**config.mk**
```make
export PLATFORM = sky130hd
export DESIGN_NAME = quotient_otf_converter
export DESIGN_NICKNAME = d
export VERILOG_FILES = /design/src/rtl/quotient_otf_converter.sv
export SDC_FILE = /design/constraint.sdc
export NUM_CORES = 1
export LEC_CHECK = 0
export ABC_CLOCK_PERIOD_IN_PS = 1780
export CAP_MARGIN = 20
export CORE_MARGIN = 4
export CORE_UTILIZATION = 29
export CTS_CLUSTER_DIAMETER = 100
export DETAILED_ROUTE_END_ITERATION = 16
export GPL_TIMING_DRIVEN = 0
export MAX_ROUTING_LAYER = met4
export PLACE_DENSITY = 0.48
export SETUP_SLACK_MARGIN = 0.1
export SLEW_MARGIN = 20
export SYNTH_ARGS = -nofsm -noshare
export SYNTH_HDL_FRONTEND = slang
export SYNTH_SLANG_ARGS = --single-unit
```
**constraint.sdc**
```tcl
create_clock -name clk -period 1.78 [get_ports clk]
set_input_delay 0.534 -clock clk [delete_from_list [all_inputs] [get_ports clk]]
set_output_delay 0.534 -clock clk [all_outputs]
set_load 0.1 [all_outputs]
```
**src/rtl/quotient_otf_converter.sv**
```systemverilog
// quotient_otf_converter
// Captures a packed radix-4 signed-digit quotient word and converts it to a
// two's-complement binary quotient one digit per cycle with the on-the-fly
// Q/QM register pair. The result is offered on a valid/ready output.
// Optional feature macro: QUOT_REM_CORR_EN -- when defined, rem_neg is latched
// with start and a negative final remainder selects QM (quotient minus one).
//
// Handshake: start is accepted only while in_ready=1 (IDLE); a start at any
// other time is dropped. A result transfers on a clock edge where
// out_valid=1 and out_ready=1; until then quot_out, err and out_valid are held.
module quotient_otf_converter #(
  parameter int NDIGITS = 23,
  localparam int QW = 2 * NDIGITS
) (
  input  logic                 clk,
  input  logic                 resetn,
  input  logic                 start,
  input  logic [3*NDIGITS-1:0] digits_in,
  input  logic                 rem_neg,
  output logic                 in_ready,
  output logic [QW-1:0]        quot_out,
  output logic                 out_valid,
  input  logic                 out_ready,
  output logic                 err,
  output logic                 busy,
  output logic [1:0]           dbg_state
);

  localparam int DW = 3 * NDIGITS;
  localparam int CW = (NDIGITS > 1) ? $clog2(NDIGITS) : 1;
  localparam logic [CW-1:0] LAST_CNT = CW'(NDIGITS - 1);

  typedef enum logic [1:0] {
    IDLE = 2'd0,
    CONV = 2'd1,
    DONE = 2'd2
  } state_t;

  state_t          state;
  logic [DW-1:0]   word_r;
  logic [QW-1:0]   q_r;
  logic [QW-1:0]   qm_r;
  logic [CW-1:0]   cnt;
  logic [2:0]      digit;
  logic [QW-1:0]   q_nxt;
  logic [QW-1:0]   qm_nxt;
  logic [QW-1:0]   quot_sel;
  logic            dig_err;

  assign dbg_state = state;

  // Current digit is always the top field of the shifting captured word.
  assign digit = word_r[DW-1 -: 3];

`ifdef QUOT_REM_CORR_EN
  logic rem_neg_r;
  assign quot_sel = rem_neg_r ? qm_nxt : q_nxt;
`else
  logic unused_rem_neg;
  assign unused_rem_neg = rem_neg;
  assign quot_sel = q_nxt;
`endif

  // On-the-fly append of the current digit to Q (value) and QM (value - 1).
  always_comb begin
    dig_err = 1'b0;
    q_nxt   = {q_r[QW-3:0], 2'b00};
    qm_nxt  = {qm_r[QW-3:0], 2'b11};
    case (digit)
      3'b010: begin  // +2
        q_nxt  = {q_r[QW-3:0], 2'b10};
        qm_nxt = {q_r[QW-3:0], 2'b01};
      end
      3'b001: begin  // +1
        q_nxt  = {q_r[QW-3:0], 2'b01};
        qm_nxt = {q_r[QW-3:0], 2'b00};
      end
      3'b111: begin  // -1
        q_nxt  = {qm_r[QW-3:0], 2'b11};
        qm_nxt = {qm_r[QW-3:0], 2'b10};
      end
      3'b110: begin  // -2
        q_nxt  = {qm_r[QW-3:0], 2'b10};
        qm_nxt = {qm_r[QW-3:0], 2'b01};
      end
      3'b000: ;      // 0: defaults above
      default: dig_err = 1'b1;  // illegal code converts as 0
    endcase
  end

  // Control FSM with registered outputs; the final digit loads quot_out directly.
  always_ff @(posedge clk or negedge resetn) begin
    if (!resetn) begin
      state     <= IDLE;
      word_r    <= '0;
      q_r       <= '0;
      qm_r      <= '0;
      cnt       <= '0;
      quot_out  <= '0;
      out_valid <= 1'b0;
      err       <= 1'b0;
      busy      <= 1'b0;
      in_ready  <= 1'b1;
`ifdef QUOT_REM_CORR_EN
      rem_neg_r <= 1'b0;
`endif
    end else begin
      case (state)
        IDLE: begin
          if (start) begin
            word_r   <= digits_in;
            q_r      <= '0;
            qm_r     <= '1;
            cnt      <= '0;
            err      <= 1'b0;
            busy     <= 1'b1;
            in_ready <= 1'b0;
            state    <= CONV;
`ifdef QUOT_REM_CORR_EN
            rem_neg_r <= rem_neg;
`endif
          end
        end
        CONV: begin
          q_r    <= q_nxt;
          qm_r   <= qm_nxt;
          word_r <= word_r << 3;
          cnt    <= cnt + 1'b1;
          err    <= err | dig_err;
          if (cnt == LAST_CNT) begin
            quot_out  <= quot_sel;
            out_valid <= 1'b1;
            busy      <= 1'b0;
            state     <= DONE;
          end
        end
        DONE: begin
          if (out_ready) begin
            out_valid <= 1'b0;
            err       <= 1'b0;
            in_ready  <= 1'b1;
            state     <= IDLE;
          end
        end
        default: begin
          out_valid <= 1'b0;
          busy      <= 1'b0;
          in_ready  <= 1'b1;
          state     <= IDLE;
        end
      endcase
    end
  end

endmodule

```
After elaboration in Yosys (flattened, before gate mapping)
Cells that the tools add are included.

Word-level logic and storage cells: 62. Register bits: 214.

Multiplexer cells: 25. Add/subtract/negate cells: 1. Bitwise logic cells: 4. Reductions and logical operators: 12. Equal/unequal tests: 10.

Operators by type and width (count): $pmux 46 s4 (1); $pmux 44 s2 (2); $pmux 44 s4 (1); $pmux 69 s2 (1); $mux 44 (2); $mux 69 (1); $reduce_and 3->1 (5); $pmux 1 s3 (4); $pmux 5 s2 (1); $mux 1 (7); $eq 3x3->1 const B (2); $mux 2 (3); $ne 2x2->1 const B (3); $pmux 2 s3 (1); $add 5x1->5 const B (1); $eq 5x5->1 const B (1); $mux 5 (1); $reduce_or 5->1 (1); $reduce_and 2->1 (2); $eq 3x1->1 const B (1); $eq 3x2->1 const B (1); $logic_not 3->1 (1); $not 1->1 (3); $reduce_bool 3->1 (1); 5 further kinds (5).

Logic depth before layout (Yosys ltp)
Depth after elaboration: 5. Depth in mapped cells: 7. Depth with buffers taken out: 5.

Worst setup path before layout
No wires, ideal clock.

Path kind: flip-flop to flip-flop. From: reg state[1] (netlist: dbg_state[1]). To: reg qm_r[28]. Required time: 1.657 ns. Path slack: -0.276 ns. Path buffers: 2. Setup time: 0.123 ns. Cell stages (with the launch flop): 6. Arrival: 1.933 ns. Cells stage by stage: dfrtp_1 -> o21bai_2 -> buf_6 -> clkbuf_1 -> or2b_1 -> o221a_1.

Longest elaborated chain between the ends: 3.

Ends and longest elaborated chain: start: declaration (line 39) `state_t state;`; start signal: assignment (line 94) `state <= IDLE;`; start signal: assignment (line 118) `state <= CONV;`; start signal: assignment (line 134) `state <= DONE;`; $eq 2x1->1 or $logic_not 2->1 (tied branches) (line 108) `case (state)`; $reduce_bool 2->1 (no source line) or $ne 2x2->1 (tied branches); $reduce_and 2->1 (no source line); end signal: assignment (line 126) `qm_r <= qm_nxt;`; end: declaration (line 42) `logic [QW-1:0] qm_r;`.

Parallel ways exist; a longest one is shown, timed or not. A chain may end at the register's enable or synchronous reset.

Final worst setup path
From: reg state[1] (netlist: dbg_state[1]). To: out dbg_state[1].

RTL lines: end: declaration (line 26) `output logic [1:0] dbg_state`.

No word-level cell between the ends.

==> results.py <==
metrics = {
    "run_status": {
        "outcome": "finished with violations",
        "violations": "setup timing",
    },
    "route": {
        "drt_iter0_markers": 397,
        "via_count": 7679,
        "routedWlPerCell_um": 17.92,
        "drc": 0,
        "drt-total-wl_mm": 28.13,
        "drtAntennaViolNets": 0,
        "vias_per_cell": 4.891,
        "dr.pass1.iters": 5,
    },
    "die": {
        "die_area_um2": 36050,
        "fp.dieW_um": 189.9,
        "die_y_um": 189.9,
        "start_util_pct": 29.41,
        "pin_count": 126,
        "core_area_um2": 32620,
        "row_count": 66,
    },
    "timing": {
        "hold_violations": 0,
        "slew_headroom_pct": 53.25,
        "fin_crit_sh_pct": 100.9,
        "drv_slew": 0,
        "rsz0062_at_grt": "yes",
        "skew_ps": 8.488,
        "tightestPinTransition_ps": 701.3,
        "setup_viol": 2,
        "period_needed_ps": 1795,
        "setup_slack_ps": -15.40,
        "max_freq_mhz": 557.0,
    },
    "clocking": {
        "cts_tree": "done",
        "clockBufferDepth": 3,
        "htreeDepth": 1,
        "clk_pin_slew_worst_paths_ps": 60,
        "clk-insertion-delay-late_ps": 520,
        "cts_sinks": 214,
        "cts-buffers-inserted": 26,
        "root_buffer": "clkbuf_16",
        "cts_hold_buf": 0,
    },
    "global_route": {
        "grt.overflow.total": 0,
        "grt_max_degree": 84,
        "grt_pass1_wl_mm": 44.95,
        "grt_util_all_layers_pct": 15.70,
        "antenna_found_initial": 3,
        "grt_pass1_vias": 7853,
    },
    "layout": {
        "layout_common_cells": "dfrtp_1 (205), o21ai_1 (171), nand2_1 (121), clkdlybuf4s50_1 (70), and2_1 (66)",
        "syn_to_final_growth_pct": 38.37,
        "drive_above_1_share_pct": 19.47,
        "utilization_pct": 40.69,
        "fillCellCount": 3174,
        "nets": 1182,
        "mostFrequentLayoutCell": "dfrtp_1",
    },
    "power": {
        "total_power_w": 0.02494,
        "vdd_ir_drop_max_mv": 0.6979,
        "leakagePower_nw": 5.652,
        "cellPowerDensity_nw_per_um2": 1879,
    },
    "setup_path": {
        "path_class": "reg2out",
        "critPathBufInv": 1,
        "reg2reg_to": "qm_r[33]",
        "crit_path_max_fanout": 6,
        "slowest_stage": "dfrtp_4",
        "critPathMaxStageDelay_ps": 550,
        "cp.depth": 1,
        "crit_chain": "buf_12",
        "critPathArrivalTime_ps": 1260,
        "startpoint": "dbg_state[1]",
        "end_kind": "primary output",
        "rr_worst_depth": 6,
        "reg2reg_from": "dbg_state[1]",
        "r2r_slack_ps": 70,
        "crit_end": "dbg_state[1]",
        "path_delay_family": "flip-flops",
        "cp-start-kind": "register",
        "cp.required_ps": 1250,
    },
    "yosys": {
        "synth.ff_latch_count": 214,
        "syn-num-nets": 1009,
        "avgSynthCellArea_um2": 10.28,
        "synth_top_area_share_pct": 55.56,
        "synth.yosys.warnings": 0,
        "yosysUniqueCellTypes": 39,
        "synthCells": 933,
        "syn_area_um2": 9593,
        "yosys-top-cells-area": "dfrtp_1 (56%), o21ai_1 (9.4%), mux2i_1 (5.0%)",
        "yosysSeqAreaShare_pct": 55.84,
        "synth.largest_area_cell": "dfrtp_1",
    },
    "placed_design": {
        "io_buffers": 123,
        "dpl.hpwl_mm": 18.83,
        "gp_congestion": 0.7619,
    },
    "hold_path": {
        "worstHoldPathType": "in2async",
    },
    "flow_run": {
        "cap_violations": 0,
    },
}
## worst min-delay path by stage
stage                from           end  slack, ps
2_1_floorplan      resetn          busy        240
3_3_place_gp   word_r[62]    word_r[62]        460
3_5_place_dp   word_r[64]    word_r[64]        470
4_1_cts            resetn  quot_out[17]         40
5_1_grt            resetn  quot_out[16]         70
6_report           resetn  quot_out[17]         20
## layer usage
layer  routed length, um  GRT usage [%]
met1               13310          22.06
met2               12710          23.77
met3                1684          3.743
met4                 417          2.365
met5                   0              -
## power breakdown
group | switching (W) | internal [W]
combinational | 0.00653 | 0.00514
clock | 0.00205 | 0.00290
sequential | 0.00146 | 0.00686
total | 0.0100 | 0.0149
## flip-flops by register name, indices dropped and copies added (netlist names)
signal	cells
word_r	69
quot_out	46
q_r	44
qm_r	44
cnt	5
dbg_state	2
busy	1
err	1
in_ready	1
out_valid	1
## cell usage after synthesis
master and number:
nand2_2 1, o21ai_1 180, o21ai_0 26, ha_1 2
nand2_1 121, and2_1 66, o221a_1 41, a2bb2oi_1 1
buf_6 6, a21o_1 1, o211ai_1 2, mux2i_1 48
buf_2 35, nand3b_1 1, o21a_1 1, a22o_1 4
a21oi_1 3, o221a_2 1, nor2b_1 2, o22ai_1 1
inv_1 3, nand2b_1 38, nand3_2 1, a22oi_1 1
dfrtp_1 213, nor2_1 7, a31oi_1 65, or2b_1 9
o21bai_2 1, or3b_1 1, clkbuf_1 42, o2bb2ai_1 1
nand4_1 2, nand4b_1 1, xor2_1 1, inv_2 1
nor3_1 1, buf_1 1, dfstp_2 1
## cell type report
| cell class | count | area (um2) | share of cell area, % |
|---|---|---|---|
| antenna | 3 | 7.507 | 0.05656 |
| buffer | 84 | 595.6 | 4.487 |
| clock buffer | 39 | 750.7 | 5.656 |
| clock inverter | 8 | 42.54 | 0.3205 |
| inverter | 4 | 17.52 | 0.1320 |
| multi-input combinational | 631 | 3949 | 29.75 |
| sequential | 214 | 5371 | 40.47 |
| tap | 442 | 553.0 | 4.166 |
| timing repair buffer | 145 | 1987 | 14.97 |
## kinds of logic after synthesis
logic type | Yosys count | share of synthesized area [%]
mux | 48 | 5.008
xor+xnor | 1 | 0.09132
buf+inv | 88 | 4.369
flops | 214 | 55.84
simple gates | 251 | 13.24
fa+ha+maj | 2 | 0.2608
compound gates | 329 | 21.19
## through the flow
step / setup WS [ps] / hold WS (ps) / setup TNS, ps / area, um2 / instances
3_5_place_dp: -447.3 / 467.6 / -38800 / 11470 / 1500
2_1_floorplan: 103.5 / 238.4 / 0 / 9623 / 933
6_report: -15.40 / 15.26 / -22.82 / 13270 / 1570
5_1_grt: -49.29 / 72.18 / -114.4 / 13270 / 1570
4_1_cts: -35.82 / 37.03 / -69.49 / 12680 / 1554
3_3_place_gp: -11390 / 459.8 / -2114670 / 11410 / 1498
## repair_timing
item                                    CTS  global route
resized for setup                       453           138
pin swaps                                 0            13
setup buffers                             7             9
endpoints found under the setup margin  248           233
gates cloned                              0             4
endpoints found under the hold margin     0             0
Note: power is estimated with default switching activity, not from simulation.
